### src/rtl/execute_mc.sv
// Registered MIPS execute stage with valid/ready handshakes and an iterative
// shift-add multiplier / restoring divider feeding the HI/LO registers.
module execute_mc #(
  parameter int WIDTH = 32,
  parameter int SH_W  = $clog2(WIDTH)
) (
  input  logic             clk,
  input  logic             rst_n,
  input  logic             in_valid,
  output logic             in_ready,
  input  logic [WIDTH-1:0] read_data1,
  input  logic [WIDTH-1:0] read_data2,
  input  logic [WIDTH-1:0] immediate,
  input  logic [5:0]       funct,
  input  logic [2:0]       alu_op,
  input  logic             alu_src,
  output logic             out_valid,
  input  logic             out_ready,
  output logic [WIDTH-1:0] alu_result,
  output logic             zero,
  output logic [WIDTH-1:0] hi,
  output logic [WIDTH-1:0] lo
);

  typedef enum logic [1:0] {IDLE, MUL, DIV, DONE} state_t;
  state_t state, state_nx;

  logic [WIDTH-1:0]   b, res, a_mag, b_mag, dvsr, div_dif, div_rem, done_hi, done_lo;
  logic [SH_W-1:0]    shamt, count;
  logic [2*WIDTH-1:0] acc, prod_fix;
  logic [WIDTH:0]     mul_sum, div_sh;
  logic               accept, is_md, a_neg, b_neg, div_ge;
  logic               neg_q, neg_r, div0, is_div;

  assign b      = alu_src ? immediate : read_data2;
  assign shamt  = immediate[6+SH_W-1:6];
  assign accept = in_valid && in_ready;
  assign is_md  = (alu_op == 3'b010) && (funct[5:2] == 4'b0110);

  // Signed MULT/DIV work on magnitudes; funct[0] marks the unsigned variants.
  assign a_neg = !funct[0] && read_data1[WIDTH-1];
  assign b_neg = !funct[0] && b[WIDTH-1];
  assign a_mag = a_neg ? -read_data1 : read_data1;
  assign b_mag = b_neg ? -b : b;

  always_comb begin
    res = '0;
    case (alu_op)
      3'b000: res = read_data1 + b;
      3'b001: res = read_data1 - b;
      3'b011: res = read_data1 & b;
      3'b100: res = read_data1 | b;
      3'b101: res = WIDTH'($signed(read_data1) < $signed(b));
      3'b110: res = b << 16;
      3'b111: res = read_data1 ^ b;
      default: begin
        case (funct)
          6'b100000: res = read_data1 + b;
          6'b100010: res = read_data1 - b;
          6'b100100: res = read_data1 & b;
          6'b100101: res = read_data1 | b;
          6'b100110: res = read_data1 ^ b;
          6'b100111: res = ~(read_data1 | b);
          6'b101010: res = WIDTH'($signed(read_data1) < $signed(b));
          6'b101011: res = WIDTH'(read_data1 < b);
          6'b000000: res = b << shamt;
          6'b000010: res = b >> shamt;
          6'b000011: res = $signed(b) >>> shamt;
          6'b010000: res = hi;
          6'b010010: res = lo;
          default:   res = '0;
        endcase
      end
    endcase
  end

  // acc holds {partial product, multiplier} or {remainder, dividend/quotient}.
  always_comb begin
    mul_sum = {1'b0, acc[2*WIDTH-1:WIDTH]} + (acc[0] ? {1'b0, dvsr} : '0);
    div_sh  = {acc[2*WIDTH-1:WIDTH], acc[WIDTH-1]};
    div_ge  = div_sh >= {1'b0, dvsr};
    div_dif = div_sh[WIDTH-1:0] - dvsr;
    div_rem = div_ge ? div_dif : div_sh[WIDTH-1:0];
  end

  // Divide by zero leaves the quotient all ones; the remainder correction
  // then restores the original dividend into HI.
  always_comb begin
    prod_fix = neg_q ? -acc : acc;
    if (is_div) begin
      done_lo = div0 ? '1 : (neg_q ? -acc[WIDTH-1:0] : acc[WIDTH-1:0]);
      done_hi = neg_r ? -acc[2*WIDTH-1:WIDTH] : acc[2*WIDTH-1:WIDTH];
    end else begin
      done_lo = prod_fix[WIDTH-1:0];
      done_hi = prod_fix[2*WIDTH-1:WIDTH];
    end
  end

  always_ff @(posedge clk or negedge rst_n) begin
    if (!rst_n) state <= IDLE;
    else        state <= state_nx;
  end

  always_comb begin
    state_nx = state;
    case (state)
      IDLE:    if (accept && is_md) state_nx = funct[1] ? DIV : MUL;
      MUL,
      DIV:     if (count == SH_W'(WIDTH-1)) state_nx = DONE;
      default: state_nx = IDLE;
    endcase
  end

  always_comb begin
    in_ready = (state == IDLE) && (!out_valid || out_ready);
  end

  always_ff @(posedge clk or negedge rst_n) begin
    if (!rst_n) begin
      count      <= '0;
      acc        <= '0;
      dvsr       <= '0;
      neg_q      <= 1'b0;
      neg_r      <= 1'b0;
      div0       <= 1'b0;
      is_div     <= 1'b0;
      hi         <= '0;
      lo         <= '0;
      alu_result <= '0;
      zero       <= 1'b1;
      out_valid  <= 1'b0;
    end else begin
      case (state)
        IDLE: if (accept && is_md) begin
          count  <= '0;
          acc    <= {{WIDTH{1'b0}}, a_mag};
          dvsr   <= b_mag;
          neg_q  <= a_neg ^ b_neg;
          neg_r  <= a_neg;
          div0   <= (b == '0);
          is_div <= funct[1];
        end
        MUL: begin
          acc   <= {mul_sum, acc[WIDTH-1:1]};
          count <= count + 1'b1;
        end
        DIV: begin
          acc   <= {div_rem, acc[WIDTH-2:0], div_ge};
          count <= count + 1'b1;
        end
        default: begin
          hi <= done_hi;
          lo <= done_lo;
        end
      endcase

      if (accept && !is_md) begin
        alu_result <= res;
        zero       <= (res == '0);
        out_valid  <= 1'b1;
      end else if (state == DONE) begin
        alu_result <= done_lo;
        zero       <= (done_lo == '0);
        out_valid  <= 1'b1;
      end else if (out_ready) begin
        out_valid  <= 1'b0;
      end
    end
  end

endmodule

### config.mk
export PLATFORM = sky130hd
export DESIGN_NAME = execute_mc
export DESIGN_NICKNAME = d
export VERILOG_FILES = /design/src/rtl/execute_mc.sv
export SDC_FILE = /design/constraint.sdc
export NUM_CORES = 1
export LEC_CHECK = 0
export ABC_AREA = 1
export BUFFER_PORTS_ARGS = -buffer_cell sky130_fd_sc_hd__buf_2
export CORE_ASPECT_RATIO = 0.9
export CORE_MARGIN = 2
export CORE_UTILIZATION = 35
export CTS_CLUSTER_DIAMETER = 150
export DETAILED_ROUTE_END_ITERATION = 16
export REMOVE_ABC_BUFFERS = 1
export SLEW_MARGIN = 5
export SYNTH_ARGS = -nofsm -noshare
export SYNTH_HDL_FRONTEND = slang
export SYNTH_SLANG_ARGS = --single-unit
### constraint.sdc
create_clock -name clk -period 6.7 [get_ports clk]
set_input_delay 1.005 -clock clk [delete_from_list [all_inputs] [get_ports clk]]
set_output_delay 1.005 -clock clk [all_outputs]
set_load 0.01 [all_outputs]
==> out/results.ini <==
[outcome]
outcome = finished clean

[pwr]
pwr-share-comb_pct = 61.4
totalPowerFinal_mw = 9.79
p_int_mw = 4.19
powerDensity_nw_per_um2 = 303
p_sw_share_pct = 57.2
leakage_nw = 17.2
seqPwrFrac_pct = 24.1
max-vdd-ir-drop_v = 0.000296
power_frac_clock_pct = 14.4
p_sw_mw = 5.60

[timing]
hold_viol = 0
finalSetupViolations = 0
fin_setup_tns_ns = 0
slew_headroom_pct = 16.1
period_needed_ns = 5.88
fin_skew_ns = 0.0297
setup_slack_ns = 0.818
maxSlewViolCount = 0
fin_crit_sh_pct = 87.8
max_freq_mhz = 170
grt_setup_unrepaired = no
worstMarginPinSlew_ns = 1.24

[cts]
clock-root-buffer = clkbuf_16
postCtsSetupBuffers = 0
tritoncts = yes
cts.clk_slew.worst_paths_ns = 0.07
cts_resized = 0
cts.sinks = 205
cts_hold_repair.buffers = 0
clkLatencyLatePin_ns = 0.58
cts.htree.levels = 1
clk_path_buf_depth = 3
numCtsBuffers = 24

[finish]
area_growth_pct = 10.2
drive_above_1_share_pct = 8.43
seqCellArea_sq_um = 5130
n_fill_cell = 9369
multi_input_comb_area_sq_um = 20800
final_nets = 5506

[detailed_routing]
drtIter0Drc = 6078
drt_pass1_iterations = 7
wire_per_inst_um = 29.1
drtAntennaViolNets = 0
drc = 0
wirelength_mm = 185
via_per_inst = 6.08
vias = 38600

[flow_run]
drv_cap = 0

[placed_design]
port_buffers = 208
gp_congestion = 1.11
dp_slack_ns = 0.470
hpwl_mm = 150

[setup_path]
endpoint_kind = register
critical_path.slowest_cell = ha_1
crit_arrival_ns = 6.37
cp_top_family = simple AND/OR/NAND/NOR gates
cp_num_buf_inv = 4
criticalPathCategory = input port to register
cp_max_fo = 39
worstPathCellList = buf_2 -> buf_4 -> nand2_1 -> o21ai_1 -> inv_1 -> ha_1 -> inv_1 -> a21oi_1 -> nor2_1 -> nor2_1 -> nand2_1 -> a21oi_1 -> nand3_1 -> nand2_1 -> nor2_1 -> nor2_1 -> nand3_1 -> a21oi_1 -> nand2_1 -> nor2_1 -> nand3_1 -> nor2_1 -> nand2_1 -> a21oi_2
critPathLaunchType = input port
required_ns = 7.19
cpMostUsedCell = nor2_1
cpPeakStageDelay_ns = 0.73

[yosys]
synthArstFlopShare_pct = 100
synth_edf_count = 0
syn-cell-area_sq_um = 29300
seq_area_frac_synth_pct = 17.5
yosys_warnings = 0
ys_ff_latch = 205
synth_area_leaders = nand2_1, dfrtp_1, nand3_1
synth_top_cell_area_share_pct = 18.7
synth.top_cells.by_count = nand2_1, inv_1, nand3_1
yosysTopAreaCell = nand2_1
synth.most_common_cell = nand2_1
syn_inst = 5102
synth.distinct_cells = 71
ys.flop_type = dfrtp_1
syn_avg_cell_area_sq_um = 5.74

[die]
fp.coreArea_sq_um = 82800
initial_core_util_pct = 35.4
dieArea_sq_um = 86100
ios = 209
fp.dieW_um = 309
die_y_um = 279
rows = 100

[grt]
grt_first_pass_wirelength_mm = 257
grt_pass1_vias = 34300
grt_usage_pct = 41.6
overflow = 0
grt_max_degree = 146
antenna_found_initial = 13

[hold_path]
hp-class = input port to asynchronous set/reset pin

routing by layer:
layer | track usage (%) | routed length, um
met1 | 58.6 | 77400
met2 | 56.3 | 70200
met3 | 13.4 | 26200
met4 | 19.7 | 10900
met5 | 0 | 100
state kept, by name, indices dropped and copies added (netlist names), 2 cells and up:
| signal | flops |
|---|---|
| dvsr | 32 |
| alu_result | 32 |
| lo | 32 |
| count | 5 |
| hi | 32 |
| state | 2 |
| acc | 64 |
final cells by class:
class	instances	area share (%)
clock buffers	34	2.23
flip-flops and latches	205	15.9
repair buffers	293	5.27
diodes	7	0.0542
clock inverters	9	0.271
well taps	1122	4.35
multi-input cells	4028	64.4
inverters	652	7.59
worst paths after layout:
kind / start / to / slack, ns / cells past startpoint
max: alu_src / zero$_DFFE_PN1P_ / 0.82 / 24
min: rst_n / lo[3]$_DFFE_PN0N_ / 0.40 / 1
max reg2reg: acc[31]$_DFFE_PN0P_ / acc[63]$_DFFE_PN0P_ / 2.09 / 23
min reg2reg: alu_result[29]$_DFFE_PN0P_ / alu_result[29]$_DFFE_PN0P_ / 0.51 / 2
max in group asynchronous: rst_n / lo[21]$_DFFE_PN0N_ / 4.95 / 2
min in group clk: alu_result[29]$_DFFE_PN0P_ / alu_result[29]$_DFFE_PN0P_ / 0.51 / 2
power by group through the flow:
stage	Sequential (mW)	Combinational [mW]	Clock [mW]
6_report	2.36	6.02	1.41
5_1_grt	2.38	6.43	1.45
4_1_cts	2.32	5.78	1.41
3_5_place_dp	2.34	5.75	0
3_3_place_gp	2.34	5.73	0
2_1_floorplan	2.18	3.33	0
worst register-to-register path, stage by stage (launching register included):
cell     delay, ns
dfrtp_1       0.59
inv_1         0.31
ha_1          0.27
inv_1         0.09
nand3_1       0.08
nand2_1       0.13
nand2_1       0.08
a21oi_2       0.19
nand2_1       0.08
nand2_1       0.10
nand2_1       0.07
nand2_2       0.12
nand3_1       0.09
nand2_1       0.16
nand4_1       0.18
nand2_2       0.17
nand3_4       0.28
nand2_4       0.59
nand2_1       0.45
o21ai_1       0.18
nand2_1       0.07
nand2_1       0.06
nand2_1       0.05
o21ai_0       0.12
kinds of logic (layout without fill, tap and decap cells):
logic type	Yosys count	after routing	share of synthesized area, %
flip-flops	205	205	17.5
AO/OA/AOI/OAI	911	911	18.1
AND/OR/NAND/NOR	2804	2804	40.6
other	0	7	0
XOR/XNOR	120	120	3.59
adder cells (fa/ha/maj)	192	192	8.30
multiplexers	1	1	0.0342
buffers and inverters	869	988	11.8
cell usage in the layout, fill, tap and decap left out, drive strengths merged, types with 38 or more instances in the layout:
cell and n:
nand4 70, nor2 522, nand2 1474, o211ai 38
nor3 96, buf 293, ha 188, o22ai 73
nand3 596, o21ai 351, dfrtp 204, inv 646
a22oi 50, xor2 97, a21oi 270
metrics by stage:
| stage | util [%] | area (sq um) | hold slack [ns] | instances |
|---|---|---|---|---|
| after detailed placement | 38.0 | 31500 | 0.493 | 6300 |
| after global routing | 39.0 | 32300 | 0.434 | 6343 |
| after global placement | 38.0 | 31500 | 0.480 | 6300 |
| final | 39.0 | 32300 | 0.402 | 6350 |
| after CTS | 39.0 | 32300 | 0.406 | 6343 |
| after floorplan | - | 28300 | 0.469 | 4885 |
Note: power is estimated with default switching activity, not from simulation.
